--- config.mk ---
export PLATFORM = sky130hd
export DESIGN_NAME = exerion_rom_loader_flat
export DESIGN_NICKNAME = d
export VERILOG_FILES = /design/src/rtl/exerion_pkg.sv /design/src/rtl/exerion_rom_loader_if.sv /design/src/rtl/exerion_rom_decode.sv /design/src/rtl/exerion_rom_loader.sv /design/src/flat_wrapper.sv
export SDC_FILE = /design/constraint.sdc
export NUM_CORES = 1
export LEC_CHECK = 0
export BUFFER_PORTS_ARGS = -buffer_cell sky130_fd_sc_hd__buf_2
export CORE_MARGIN = 4
export CORE_UTILIZATION = 55
export DETAILED_ROUTE_END_ITERATION = 6
export GPL_ROUTABILITY_DRIVEN = 0
export PLACE_DENSITY = 0.81
export SLEW_MARGIN = 15
export SYNTH_ARGS = -nofsm -noshare
export SYNTH_HDL_FRONTEND = slang
export SYNTH_HIERARCHICAL = 1
export SYNTH_SLANG_ARGS = --single-unit
export TNS_END_PERCENT = 1
--- constraint.sdc ---
create_clock -name clk_sys -period 6.3 [get_ports clk_sys]
set_clock_uncertainty 0.2 [all_clocks]
set_input_delay 0.315 -clock clk_sys [delete_from_list [all_inputs] [get_ports clk_sys]]
set_output_delay 0.315 -clock clk_sys [all_outputs]
set_load 0.05 [all_outputs]
--- src/rtl/exerion_pkg.sv ---
// Shared constants for the Exerion ROM loader: region map, total ROM size and loader states.
package exerion_pkg;

    localparam int NUM_REGIONS = 6;

    localparam logic [24:0] ROM_TOTAL = 25'h10320;
    localparam logic [16:0] ROM_LAST  = 17'h1031F;

    localparam logic [24:0] R0_BASE = 25'h00000;
    localparam logic [24:0] R0_SIZE = 25'h06000;
    localparam logic [24:0] R1_BASE = 25'h06000;
    localparam logic [24:0] R1_SIZE = 25'h02000;
    localparam logic [24:0] R2_BASE = 25'h08000;
    localparam logic [24:0] R2_SIZE = 25'h02000;
    localparam logic [24:0] R3_BASE = 25'h0A000;
    localparam logic [24:0] R3_SIZE = 25'h04000;
    localparam logic [24:0] R4_BASE = 25'h0E000;
    localparam logic [24:0] R4_SIZE = 25'h02000;
    localparam logic [24:0] R5_BASE = 25'h10000;
    localparam logic [24:0] R5_SIZE = 25'h00320;

    typedef enum logic [2:0] {
        ST_IDLE,
        ST_LOAD,
        ST_DRAIN,
        ST_HOLD,
        ST_READY
    } state_t;

    function automatic logic [24:0] region_base(input int idx);
        case (idx)
            0:       return R0_BASE;
            1:       return R1_BASE;
            2:       return R2_BASE;
            3:       return R3_BASE;
            4:       return R4_BASE;
            default: return R5_BASE;
        endcase
    endfunction

    function automatic logic [24:0] region_size(input int idx);
        case (idx)
            0:       return R0_SIZE;
            1:       return R1_SIZE;
            2:       return R2_SIZE;
            3:       return R3_SIZE;
            4:       return R4_SIZE;
            default: return R5_SIZE;
        endcase
    endfunction

endpackage

--- src/rtl/exerion_rom_loader_if.sv ---
// HPS download port plus downstream ROM write port of the loader.
interface exerion_rom_loader_if;

    logic        ioctl_download;
    logic        ioctl_wr;
    logic [24:0] ioctl_addr;
    logic [7:0]  ioctl_dout;
    logic [7:0]  ioctl_index;
    logic        ioctl_wait;
    logic [5:0]  rom_we;
    logic [13:0] rom_addr;
    logic [7:0]  rom_data;
    logic        rom_ready;

    modport master (
        output ioctl_download, ioctl_wr, ioctl_addr, ioctl_dout, ioctl_index, rom_ready,
        input  ioctl_wait, rom_we, rom_addr, rom_data
    );

    modport slave (
        input  ioctl_download, ioctl_wr, ioctl_addr, ioctl_dout, ioctl_index, rom_ready,
        output ioctl_wait, rom_we, rom_addr, rom_data
    );

endinterface

--- src/rtl/exerion_rom_decode.sv ---
// Combinational map from a download byte address to a one-hot ROM region and region offset.
module exerion_rom_decode
    import exerion_pkg::*;
(
    input  logic [24:0]            addr_i,
    output logic [NUM_REGIONS-1:0] region_o,
    output logic [13:0]            offset_o,
    output logic                   out_of_range_o
);

    logic [13:0] offs [NUM_REGIONS];

    for (genvar gi = 0; gi < NUM_REGIONS; gi++) begin : g_region
        localparam logic [24:0] BASE  = region_base(gi);
        localparam logic [24:0] LIMIT = region_base(gi) + region_size(gi);

        assign region_o[gi] = (addr_i >= BASE) && (addr_i < LIMIT);
        // Offset is deliberately truncated; the 24 KB main region wraps inside 14 bits.
        assign offs[gi]     = 14'(addr_i - BASE);
    end

    always_comb begin
        offset_o = '0;
        for (int i = 0; i < NUM_REGIONS; i++) begin
            if (region_o[i]) begin
                offset_o = offs[i];
            end
        end
    end

    assign out_of_range_o = (addr_i >= ROM_TOTAL);

endmodule

--- src/rtl/exerion_rom_loader.sv ---
// Routes HPS ROM downloads into per-region ROM writes, captures DIP bytes and sequences core reset.
module exerion_rom_loader
    import exerion_pkg::*;
#(
    parameter logic [7:0] ROM_INDEX = 8'd0,
    parameter logic [7:0] DIP_INDEX = 8'd254,
    parameter int         POST_HOLD = 16
) (
    input  logic                 clk_sys,
    input  logic                 reset,
    exerion_rom_loader_if.slave  bus,
    output logic [7:0]           dip1,
    output logic [7:0]           dip2,
    output logic                 core_reset_n,
    output logic                 rom_loaded,
    output logic                 rom_error,
    output logic [7:0]           checksum
);

    localparam int CW = (POST_HOLD > 1) ? $clog2(POST_HOLD) : 1;
    localparam logic [CW-1:0] HOLD_LAST = CW'(POST_HOLD - 1);

    state_t                  state_q, state_d;
    logic                    dl_prev_q;
    logic [CW-1:0]           hold_cnt_q;
    logic                    hold_valid_q;
    logic [NUM_REGIONS-1:0]  rom_we_q;
    logic [13:0]             rom_addr_q;
    logic [7:0]              rom_data_q;
    logic [7:0]              dip1_q, dip2_q, checksum_q;
    logic                    loaded_q, error_q;
    logic [16:0]             max_addr_q;

    logic [NUM_REGIONS-1:0]  dec_region;
    logic [13:0]             dec_offset;
    logic                    dec_oor;
    logic                    wait_int, rom_strobe, accept, reject, dip_strobe;
    logic                    dl_rise, load_entry, ready_entry;

    exerion_rom_decode u_decode (
        .addr_i         (bus.ioctl_addr),
        .region_o       (dec_region),
        .offset_o       (dec_offset),
        .out_of_range_o (dec_oor)
    );

    assign wait_int   = hold_valid_q && !bus.rom_ready;
    assign rom_strobe = bus.ioctl_wr && (bus.ioctl_index == ROM_INDEX)
                        && (state_q == ST_LOAD) && !wait_int;
    assign accept     = rom_strobe && !dec_oor;
    assign reject     = rom_strobe && dec_oor;
    assign dip_strobe = bus.ioctl_wr && (bus.ioctl_index == DIP_INDEX)
                        && (bus.ioctl_addr[24:3] == 22'd0);
    assign dl_rise    = bus.ioctl_download && !dl_prev_q;

    always_ff @(posedge clk_sys or posedge reset) begin
        if (reset) begin
            state_q <= ST_IDLE;
        end else begin
            state_q <= state_d;
        end
    end

    always_comb begin
        state_d = state_q;
        case (state_q)
            ST_IDLE, ST_READY: if (dl_rise && bus.ioctl_index == ROM_INDEX) state_d = ST_LOAD;
            ST_LOAD:           if (!bus.ioctl_download)                       state_d = ST_DRAIN;
            ST_DRAIN:          if (!hold_valid_q)                             state_d = ST_HOLD;
            ST_HOLD:           if (hold_cnt_q == HOLD_LAST)                   state_d = ST_READY;
            default:           state_d = ST_IDLE;
        endcase
    end

    always_comb begin
        core_reset_n = (state_q == ST_READY);
        load_entry   = (state_d == ST_LOAD)  && (state_q != ST_LOAD);
        ready_entry  = (state_d == ST_READY) && (state_q != ST_READY);
    end

    // dl_prev_q resets high so a download already in progress at release is not taken as a new one.
    always_ff @(posedge clk_sys or posedge reset) begin
        if (reset) begin
            dl_prev_q    <= 1'b1;
            hold_cnt_q   <= '0;
            hold_valid_q <= 1'b0;
            rom_we_q     <= '0;
            rom_addr_q   <= '0;
            rom_data_q   <= '0;
            dip1_q       <= 8'hFF;
            dip2_q       <= 8'hFF;
            checksum_q   <= '0;
            loaded_q     <= 1'b0;
            error_q      <= 1'b0;
            max_addr_q   <= '0;
        end else begin
            dl_prev_q  <= bus.ioctl_download;
            hold_cnt_q <= (state_q == ST_HOLD) ? hold_cnt_q + CW'(1) : '0;

            if (accept) begin
                hold_valid_q <= 1'b1;
                rom_we_q     <= dec_region;
                rom_addr_q   <= dec_offset;
                rom_data_q   <= bus.ioctl_dout;
            end else if (hold_valid_q && bus.rom_ready) begin
                hold_valid_q <= 1'b0;
                rom_we_q     <= '0;
            end

            if (load_entry) begin
                checksum_q <= '0;
                error_q    <= 1'b0;
                loaded_q   <= 1'b0;
                max_addr_q <= '0;
            end else begin
                if (accept) begin
                    checksum_q <= checksum_q + bus.ioctl_dout;
                    if (bus.ioctl_addr[16:0] > max_addr_q) begin
                        max_addr_q <= bus.ioctl_addr[16:0];
                    end
                end
                if (reject) begin
                    error_q <= 1'b1;
                end
                if (ready_entry) begin
                    loaded_q <= !error_q && (max_addr_q == ROM_LAST);
                end
            end

            if (dip_strobe && bus.ioctl_addr[2:0] == 3'd1) dip1_q <= bus.ioctl_dout;
            if (dip_strobe && bus.ioctl_addr[2:0] == 3'd2) dip2_q <= bus.ioctl_dout;
        end
    end

    assign bus.ioctl_wait = wait_int;
    assign bus.rom_we     = rom_we_q;
    assign bus.rom_addr   = rom_addr_q;
    assign bus.rom_data   = rom_data_q;
    assign dip1           = dip1_q;
    assign dip2           = dip2_q;
    assign rom_loaded     = loaded_q;
    assign rom_error      = error_q;
    assign checksum       = checksum_q;

endmodule

--- src/flat_wrapper.sv ---
// flat-port wrapper written by rule: the top's interface ports become plain ports
module exerion_rom_loader_flat import exerion_pkg::*;
#(
    parameter logic [7:0] ROM_INDEX = 8'd0,
    parameter logic [7:0] DIP_INDEX = 8'd254,
    parameter int         POST_HOLD = 16
)
  (clk_sys, reset, dip1, dip2, core_reset_n, rom_loaded, rom_error, checksum, bus_ioctl_download, bus_ioctl_wr, bus_ioctl_addr, bus_ioctl_dout, bus_ioctl_index, bus_rom_ready, bus_ioctl_wait, bus_rom_we, bus_rom_addr, bus_rom_data);
  exerion_rom_loader_if bus_i ();
  input  logic clk_sys;
  input  logic reset;
  output logic [7:0] dip1;
  output logic [7:0] dip2;
  output logic core_reset_n;
  output logic rom_loaded;
  output logic rom_error;
  output logic [7:0] checksum;
  input wire logic [$bits(bus_i.ioctl_download)-1:0] bus_ioctl_download;
  input wire logic [$bits(bus_i.ioctl_wr)-1:0] bus_ioctl_wr;
  input wire logic [$bits(bus_i.ioctl_addr)-1:0] bus_ioctl_addr;
  input wire logic [$bits(bus_i.ioctl_dout)-1:0] bus_ioctl_dout;
  input wire logic [$bits(bus_i.ioctl_index)-1:0] bus_ioctl_index;
  input wire logic [$bits(bus_i.rom_ready)-1:0] bus_rom_ready;
  output wire logic [$bits(bus_i.ioctl_wait)-1:0] bus_ioctl_wait;
  output wire logic [$bits(bus_i.rom_we)-1:0] bus_rom_we;
  output wire logic [$bits(bus_i.rom_addr)-1:0] bus_rom_addr;
  output wire logic [$bits(bus_i.rom_data)-1:0] bus_rom_data;
  assign bus_i.ioctl_download = bus_ioctl_download;
  assign bus_i.ioctl_wr = bus_ioctl_wr;
  assign bus_i.ioctl_addr = bus_ioctl_addr;
  assign bus_i.ioctl_dout = bus_ioctl_dout;
  assign bus_i.ioctl_index = bus_ioctl_index;
  assign bus_i.rom_ready = bus_rom_ready;
  assign bus_ioctl_wait = bus_i.ioctl_wait;
  assign bus_rom_we = bus_i.rom_we;
  assign bus_rom_addr = bus_i.rom_addr;
  assign bus_rom_data = bus_i.rom_data;
  exerion_rom_loader #(.ROM_INDEX(ROM_INDEX), .DIP_INDEX(DIP_INDEX), .POST_HOLD(POST_HOLD)) u_core (.clk_sys(clk_sys), .reset(reset), .bus(bus_i), .dip1(dip1), .dip2(dip2), .core_reset_n(core_reset_n), .rom_loaded(rom_loaded), .rom_error(rom_error), .checksum(checksum));
endmodule
After elaboration in Yosys (flattened, before gate mapping):

Cells that the tools add are included.

* output and inout bits: 56
* logic and storage cells: 109
* register bits: 80

* mux-type cells: 25
* magnitude comparators: 14
* reduce and logical (&&, ||, !) cells: 37
* eq/ne operators: 13
* add/subtract/negate cells: 7

Operators with widths (number)
* 14-bit two-way mux: 6
* 25-bit by 16-bit greater-or-equal comparator with 1-bit output (second input constant): 3
* 25-bit by 16-bit < comparator with 1-bit output (second input constant): 3
* 17-bit two-way mux: 3
* 25-bit by 17-bit greater-or-equal comparator with 1-bit output (second input constant): 2
* 25-bit by 17-bit < comparator with 1-bit output (second input constant): 2
* 14-bit subtractor (second input constant): 3
* 14-bit by 1-bit subtractor with 14-bit output (second input constant): 2
* 25-bit by 1-bit greater-or-equal comparator with 1-bit output (second input constant): 1
* 25-bit by 15-bit greater-or-equal comparator with 1-bit output (second input constant): 1
* 25-bit by 15-bit < comparator with 1-bit output (second input constant): 1
* 1-bit logical AND: 22
* 22-bit zero test: 1
* 17-bit equality test (second input constant): 1
* 17-bit greater-than comparator: 1
* 8-bit two-way mux: 2
* 3-bit two-way mux: 4
* 6-bit two-way mux: 2
* 3-bit one-hot mux with 4 select lines: 1
* 2-bit nonzero test: 5
* 3-bit by 1-bit equality test with 1-bit output (second input constant): 3
* 3-bit by 2-bit equality test with 1-bit output (second input constant): 3
* 8-bit adder: 1
* 8-bit equality test (second input constant): 1
* other kinds (12): 22

Longest topological paths before layout:

Gate-level depths: netlist of the first run.

* depth in word-level cells: 9
* gate-level depth with buffers: 8
* depth with buffers taken out: 7

Modules after synthesis:

Netlist of the first run, hierarchy kept.

Modules (own cells, without submodules)
* exerion_rom_loader: times used 1, seq. area each 2023.2 µm², area each 4124.0 µm², cells each 398
* exerion_rom_decode: times used 1, seq. area each 0.0 µm², area each 357.8 µm², cells each 39

Worst setup path before layout of the first run:

Ideal clock, no wire load.

* path type: reg2reg
* from: reg u_core.max_addr_q[12]
* to: reg u_core.max_addr_q[10]
* data arrival time: 2.086 ns
* clock period less this slack: 2.411 ns
* stages on the path, launching flop included: 9
* buffers on the path: 1
* setup slack: 3.889 ns
* setup time: 0.125 ns
* cells stage by stage: dfrtp_1 > inv_1 > ha_1 > a21oi_1 > o21a_1 > o2bb2ai_1 > o41ai_4 > buf_6 > mux2_4

* word-level cells in the longest chain between the ends: 3

Ends and longest elaborated chain
* from (decl): RTL line exerion_rom_loader.sv:32 `logic [16:0] max_addr_q;`
* from (signal assigned): RTL line exerion_rom_loader.sv:119 `max_addr_q <= bus.ioctl_addr[16:0];`
* 17-bit greater-than comparator: RTL line exerion_rom_loader.sv:118 `if (bus.ioctl_addr[16:0] > max_addr_q) begin`
* 2-bit nonzero test (no line)
* 2-bit AND reduction (no line)

No other way between the ends.
A chain may end at the register's enable or synchronous reset.

Worst setup path in the final report of the first run:

* from: reg u_core.max_addr_q[6]
* to: reg u_core.max_addr_q[12]

Same word-level chain as after synthesis.

==> results of run 1 <==
final timing paths:
check / endpoint / slack [ps] / cells after the start / startpoint
max in group asynchronous: u_core/max_addr_q[6] / 5200 / 3 / reset
worst min register to register: u_core/hold_cnt_q[0] / 270 / 1 / u_core/hold_cnt_q[0]
min in group asynchronous: u_core/checksum[2] / 70 / 3 / reset
worst min-delay path: u_core/bus.rom_data[6] / 10 / 3 / bus_ioctl_dout[6]
worst max-delay path: u_core/max_addr_q[12] / 3420 / 8 / u_core/max_addr_q[6]
worst max register to register: u_core/max_addr_q[12] / 3420 / 8 / u_core/max_addr_q[6]
cell usage after synthesis, types with 8 or more instances:
| master | count | area [um2] |
|---|---|---|
| nor4_1 | 12 | 75.1 |
| o21ai_0 | 9 | 45.0 |
| nand3_1 | 20 | 100 |
| mux2_2 | 23 | 259 |
| mux2_4 | 9 | 135 |
| inv_1 | 24 | 90.1 |
| nor2_1 | 14 | 52.6 |
| nor3b_2 | 9 | 113 |
| dfstp_2 | 17 | 447 |
| nand4_1 | 8 | 50.1 |
| dfrtp_1 | 63 | 1580 |
| clkbuf_1 | 8 | 30.0 |
| a21oi_1 | 29 | 145 |
| ha_1 | 25 | 313 |
| nand2_1 | 93 | 349 |
final cells by class:
type                    count  area [um2]
repair buffers            110         583
inverters                  24        90.1
well taps                 102         128
clock buffers              10         138
fillers                   625        2480
clock inverters             6        73.8
multi-input cells         318        2290
flip-flops and latches     80        2020
worst max-delay path, cell delays in order (launching register included):
cell	delay, ps
dfrtp_1	370
inv_1	110
ha_1	260
a21oi_1	190
o21ai_0	130
o2bb2ai_1	170
o41ai_4	620
buf_4	360
mux2_2	370
flip-flops by register name (all words and copies together), names as in the netlist, 3 cells and up:
register	cells
u_core/max_addr_q	17
u_core/hold_cnt_q	4
u_core/dip1	8
u_core/state_q	3
u_core/checksum	8
u_core/bus.rom_we	6
u_core/bus.rom_data	8
u_core/bus.rom_addr	14
u_core/dip2	8
routing by layer:
| layer | GRT usage [%] | vias up |
|---|---|---|
| li1 | - | 1741 |
| met1 | 29.8 | 1800 |
| met2 | 39.3 | 117 |
| met3 | 5.21 | 21 |
| met4 | 10.2 | 0 |
| met5 | 0 | - |
repair_timing:
action	CTS	global route
hold buffers	3	1
endpoints found under the setup margin	0	0
hold endpoints to repair	3	1
cell families (layout without fill, tap and decap cells):
group,Yosys count,in the layout
fa+ha+maj,26,26
compound gates,55,55
simple gates,194,194
mux,35,35
flops,80,80
xor+xnor,8,8
buf+inv,39,150
cell usage in the layout, fill, tap and decap left out, types with 3 or more instances in the layout:
cell type and count:
o21ai_0 9, nor3b_1 5, dfrtp_1 63, ha_1 25
mux2_2 23, a21o_1 3, mux2i_1 3, buf_4 5
inv_1 23, xnor2_1 4, a21oi_1 29, nor2_1 14
nor4_1 12, mux2_4 9, and3_1 3, nor3b_2 9
nand2_1 93, nor4_2 3, nand3_1 20, nor3_1 6
nand4_1 8, xor2_1 4, buf_2 101, dlygate4sd3_1 4
clkbuf_8 10, dfstp_2 17
stage by stage:
step / cells / area, um2 / power [uW] / hold slack, ps
floorplan: 437 / 4480 / 583 / 119
global placement: 630 / 5070 / 619 / 248
detailed placement: 630 / 5070 / 624 / 251
CTS: 649 / 5320 / 1020 / 1.90
global route: 650 / 5330 / 1060 / 3.63
finish: 650 / 5330 / 1020 / 14.9
power by group through the flow:
stage | clock network [uW] | registers, uW | logic (uW)
2_1_floorplan | 0 | 533 | 49.7
3_3_place_gp | 0 | 533 | 86.9
3_5_place_dp | 0 | 533 | 90.6
4_1_cts | 408 | 523 | 92.9
5_1_grt | 435 | 524 | 103
6_report | 401 | 523 | 93.9
==> impl_metrics.toml, run 1 <==
[status]
status = "finished clean"

[yosys]
yosys_register_bits = 80
synth.mux.area_fraction_pct = 9.46
synth_cell_types = 55
synth-async-reset-ratio_pct = 100
synth_compound_gate_area_share_pct = 8.43
synth_nets = 509
yosys.area_share.simple_pct = 24.1
synth_warnings = 6
netlist_area_um2 = 4480
yosys.area_share.adder_pct = 7.43
synth_cells = 437
synth_area_per_cell_um2 = 10.3
seq_area_frac_synth_pct = 45.1
synth_edf_count = 0
combinational_family_with_the_most_area_after_synthesis = "simple AND/OR/NAND/NOR gates"
synth_xor_area_share_pct = 1.56
synth_top_flop_cell = "dfrtp_1"

[routing]
drt_first_iter_violations = 123
totalWireLength_um = 11200
routed-wl-met2_um = 5560
ant_nets = 0
met1Wirelength_um = 4780
routed_via_density = 5.66
vias = 3679
drc = 0
met3WireLength_um = 604
dr.pass1.iters = 5
top_signal_layer_used = "met4"
drt-wirelength-per-cell_um = 17.2

[setup_path]
critPathMaxFanout = 11
setup.worst_path.end_class = "flop"
criticalPathCategory = "reg2reg"
timing.critical_path.from_type = "flop"
worstPathRequired_ps = 6330
critPathArrivalTime_ps = 2910

[global_route]
grt_remaining_overflow = 0
grt_first_pass_wirelength_um = 18400
gr-usage-all-layers_pct = 23.6
grt_start_max_net_pins = 81
grt_pass1_vias = 3799
initial_antenna_violation_count = 0

[sta]
final_period_minus_worst_setup_slack_ps = 2880
timing.max_slew.rel_slack_pct = 26.2
report.final.hold_viol_count = 0
slew_violations = 0
rsz_0062_raised_after_global_routing = "false"
max_slew.worst_pin.slew_ps = 1100
setup_ws_ps = 3420
setup-violations-final = 0
post-route-period-util_pct = 45.8
total_negative_setup_slacks_ps = 0
achievable-frequency_mhz = 347

[min_path]
worstHoldPathType = "in2reg"

[floorplanning]
floorplan.die.width_um = 98.3
io-pin-count = 102
placeableCoreArea_um2 = 7810
start_util_pct = 57.4
num_rows = 32
fp.dieArea_um2 = 9660
chipHeight_um = 98.3

[clock_tree]
cts-htree-levels = 3
cts_sinks = 80
tritoncts.num_buffers = 9
path_clk_slew_ps = 90
clock_insertion_delay_worst_skew_ps = 350
cts_buffer_depth = 2
postCtsResizedCells = 0
cts.repair_timing.setup_buffer_count = 0
clock_tree_from_tritoncts = "yes"
clockRootBuffer = "clkbuf_8"

[final_layout]
layout.nets = 615
post_route_cells_drive_above_1_share_pct = 36.1
antenna_cells = 0
synthToLayoutAreaGrowth_pct = 18.8
final_core_utilization_pct = 68.2

[place]
hpwl_um = 8130
dpl_ws_ps = 3370
io_buffer_count = 101

[power]
vdd_ir_drop_max_mv = 0.116
net_sw_share_pct = 25.8
power.net_switching_uw = 263
cellPowerDensity_nw_per_um2 = 191
power_frac_clock_pct = 39.4
p_leak_uw = 0.00278
sequential_share_of_power_pct = 51.4
internal_power_summed_over_all_cells_uw = 755
comb_power_share_pct = 9.2

[job]
number_of_violations_of_the_max_capacitance_limit = 0
Note: power is estimated with default switching activity, not from simulation.
==> run 2, diff against run 1 <==
CORE_UTILIZATION = 54   (was 55)
PLACE_DENSITY = 0.8   (was 0.81)
clock period = 2.9 ns   (was 6.3 ns; I/O delays follow)
==> run 2 against run 1 <==
  * Sequential share of layout area shrank 2.8 points
  * Flip-flop and latch count is the same
  * Final cell count grew 6.5%
  * Non-clock buffer count grew 42
  * Combinational power grew to 2.7 times the previous value
  * Utilization grew 4.6 points
  * Largest cell class unchanged
  * Highest routed layer unchanged
==> impl_metrics.toml, run 2 (synthesis results as in run 1) <==
[status]
status = "finished clean"

[setup_path]
crit_chain = "dlygate4sd3_1 > buf_2 > buf_4 > nor3_1 > o211ai_4 > or2_1 > a2111oi_4 > o41ai_4 > buf_4 > mux2_4"
worstPathRequired_ps = 2940
critical_path.max_stage_delay_ps = 550
timing.critical_path.from_type = "input port"
cp_common_cell = "buf_4"
critPathMaxFanout = 10
setup.worst_path.end_class = "flop"
r2r.worst_path.cells = 8
critPathArrivalTime_ps = 2810
slowest_stage = "dlygate4sd3_1"
criticalPathCategory = "in2reg"

[final_layout]
layout.nets = 657
layout.cells.most_common_list = "101 x buf_2, 93 x nand2_1, 63 x dfrtp_1"
register_cell_area_after_layout_um2 = 2020
post_route_cells_drive_above_1_share_pct = 37.3
multi_input_comb_area_um2 = 2290
final.fill_count = 541
design_area_um2 = 5740
mostFrequentLayoutCell = "buf_2"
final_core_utilization_pct = 72.8
largest_reg_flops = 17
synthToLayoutAreaGrowth_pct = 28.1
antenna_cells = 0
top_register = "u_core/max_addr_q"

[sta]
post-route-period-util_pct = 95.8
slew_violations = 0
timing.max_slew.rel_slack_pct = 66.9
achievable-frequency_mhz = 360
report.final.hold_viol_count = 0
max_slew.worst_pin.slew_ps = 492
final_period_minus_worst_setup_slack_ps = 2780
setup-violations-final = 0
rsz_0062_raised_after_global_routing = "false"

[global_route]
grt_first_pass_wirelength_um = 20300
grt_pass1_vias = 4116
initial_antenna_violation_count = 0
grt_remaining_overflow = 0
grt_start_max_net_pins = 81
gr-usage-all-layers_pct = 25.8

[min_path]
min_delay_path_depth = 3
worstHoldPathType = "in2reg"

[power]
vdd_ir_drop_max_mv = 0.238
p_leak_uw = 0.00300
cellPowerDensity_nw_per_um2 = 403

[routing]
drt-wirelength-per-cell_um = 17.8
drc = 0
vias = 3970
totalWireLength_um = 12300
dr.pass1.iters = 5
ant_nets = 0
routed_via_density = 5.74
drt_first_iter_violations = 250

[job]
number_of_violations_of_the_max_capacitance_limit = 0

[clock_tree]
postCtsResizedCells = 0
clockRootBuffer = "clkbuf_8"
cts-htree-levels = 3
cts_sinks = 80
tritoncts.num_buffers = 9
cts_buffer_depth = 2
clock_tree_from_tritoncts = "yes"
path_clk_slew_ps = 80
clock_insertion_delay_worst_skew_ps = 360

[place]
hpwl_um = 8470
dpl_cell_area_um2 = 5250
io_buffer_count = 101

[floorplanning]
start_util_pct = 56.8
fp.dieArea_um2 = 9820
num_rows = 32
floorplan.die.width_um = 99.1
chipHeight_um = 99.1
io-pin-count = 102
placeableCoreArea_um2 = 7890
==> run 2: cell types whose count changed in the layout (fill, tap and decap cells not counted), sizes merged <==
cell	before	now
clkbuf	10	9
clkinv	0	2
buf	106	128
bufinv	1	2
clkinvlp	2	0
dlygate4sd3	4	24
==> run 2: worst paths after layout <==
kind	start	slack (ps)	endpoint
min reg2reg	u_core/bus.rom_addr[7]	270	u_core/bus.rom_addr[7]
max in group asynchronous	reset	1920	u_core/dip2[2]
max	bus_ioctl_addr[5]	120	u_core/max_addr_q[6]
min	bus_ioctl_addr[14]	30	u_core/max_addr_q[14]
min in group asynchronous	reset	190	u_core/bus.rom_we[3]
max reg2reg	u_core/max_addr_q[12]	340	u_core/max_addr_q[1]
==> run 2: worst max-delay path: cells and delay by family <==
family,cells,cell delay (ps)
AOI/OAI and AO/OA,3,580
buffers and inverters,4,1070
muxes,1,310
and+or+nand+nor,2,710
==> run 2: cell type report <==
class / count / share of cell area, %
clock buffers: 9 / 2.16
clock inverters: 7 / 1.74
inverters: 24 / 1.59
multi-input cells: 318 / 39.9
flip-flops and latches: 80 / 35.2
well taps: 102 / 2.22
repair buffers: 152 / 17.2
==> run 2: timing repair <==
action	4_1_cts	5_1_grt
pin swaps	1	0
buffers inserted	1	1
setup endpoints to repair	6	6
hold endpoints to repair	124	0
hold buffers	24	0
==> run 2: report_power, final <==
| group | total (uW) | switching (uW) | internal, uW |
|---|---|---|---|
| Combinational | 251 | 139 | 112 |
| Clock | 929 | 434 | 496 |
| Sequential | 1140 | 6.98 | 1130 |
| Total | 2320 | 579 | 1740 |
==> run 2: routing by layer <==
| metal | wire length (um) | up-vias | part of all wire (%) | global-route usage (%) |
|---|---|---|---|---|
| met1 | 4910 | 1944 | 40 | 31.3 |
| met4 | 436 | 0 | 3.5 | 11.2 |
| met5 | 0 | - | 0 | 0 |
| li1 | - | 1828 | - | - |
| met2 | 6230 | 162 | 51 | 45.2 |
| met3 | 727 | 36 | 5.9 | 4.28 |
==> run 2: stage by stage <==
step	TNS [ps]	worst slack, ps	total power [uW]	std cells	hold slack, ps
after global placement	-71.4	-35.1	1370	650	56.0
final	0	122	2320	692	27.2
after CTS	0	168	2330	691	5.06
after detailed placement	-477	-105	1380	650	65.1
after global routing	0	55.4	2410	692	40.3
after floorplan	0	489	1270	437	-50.5
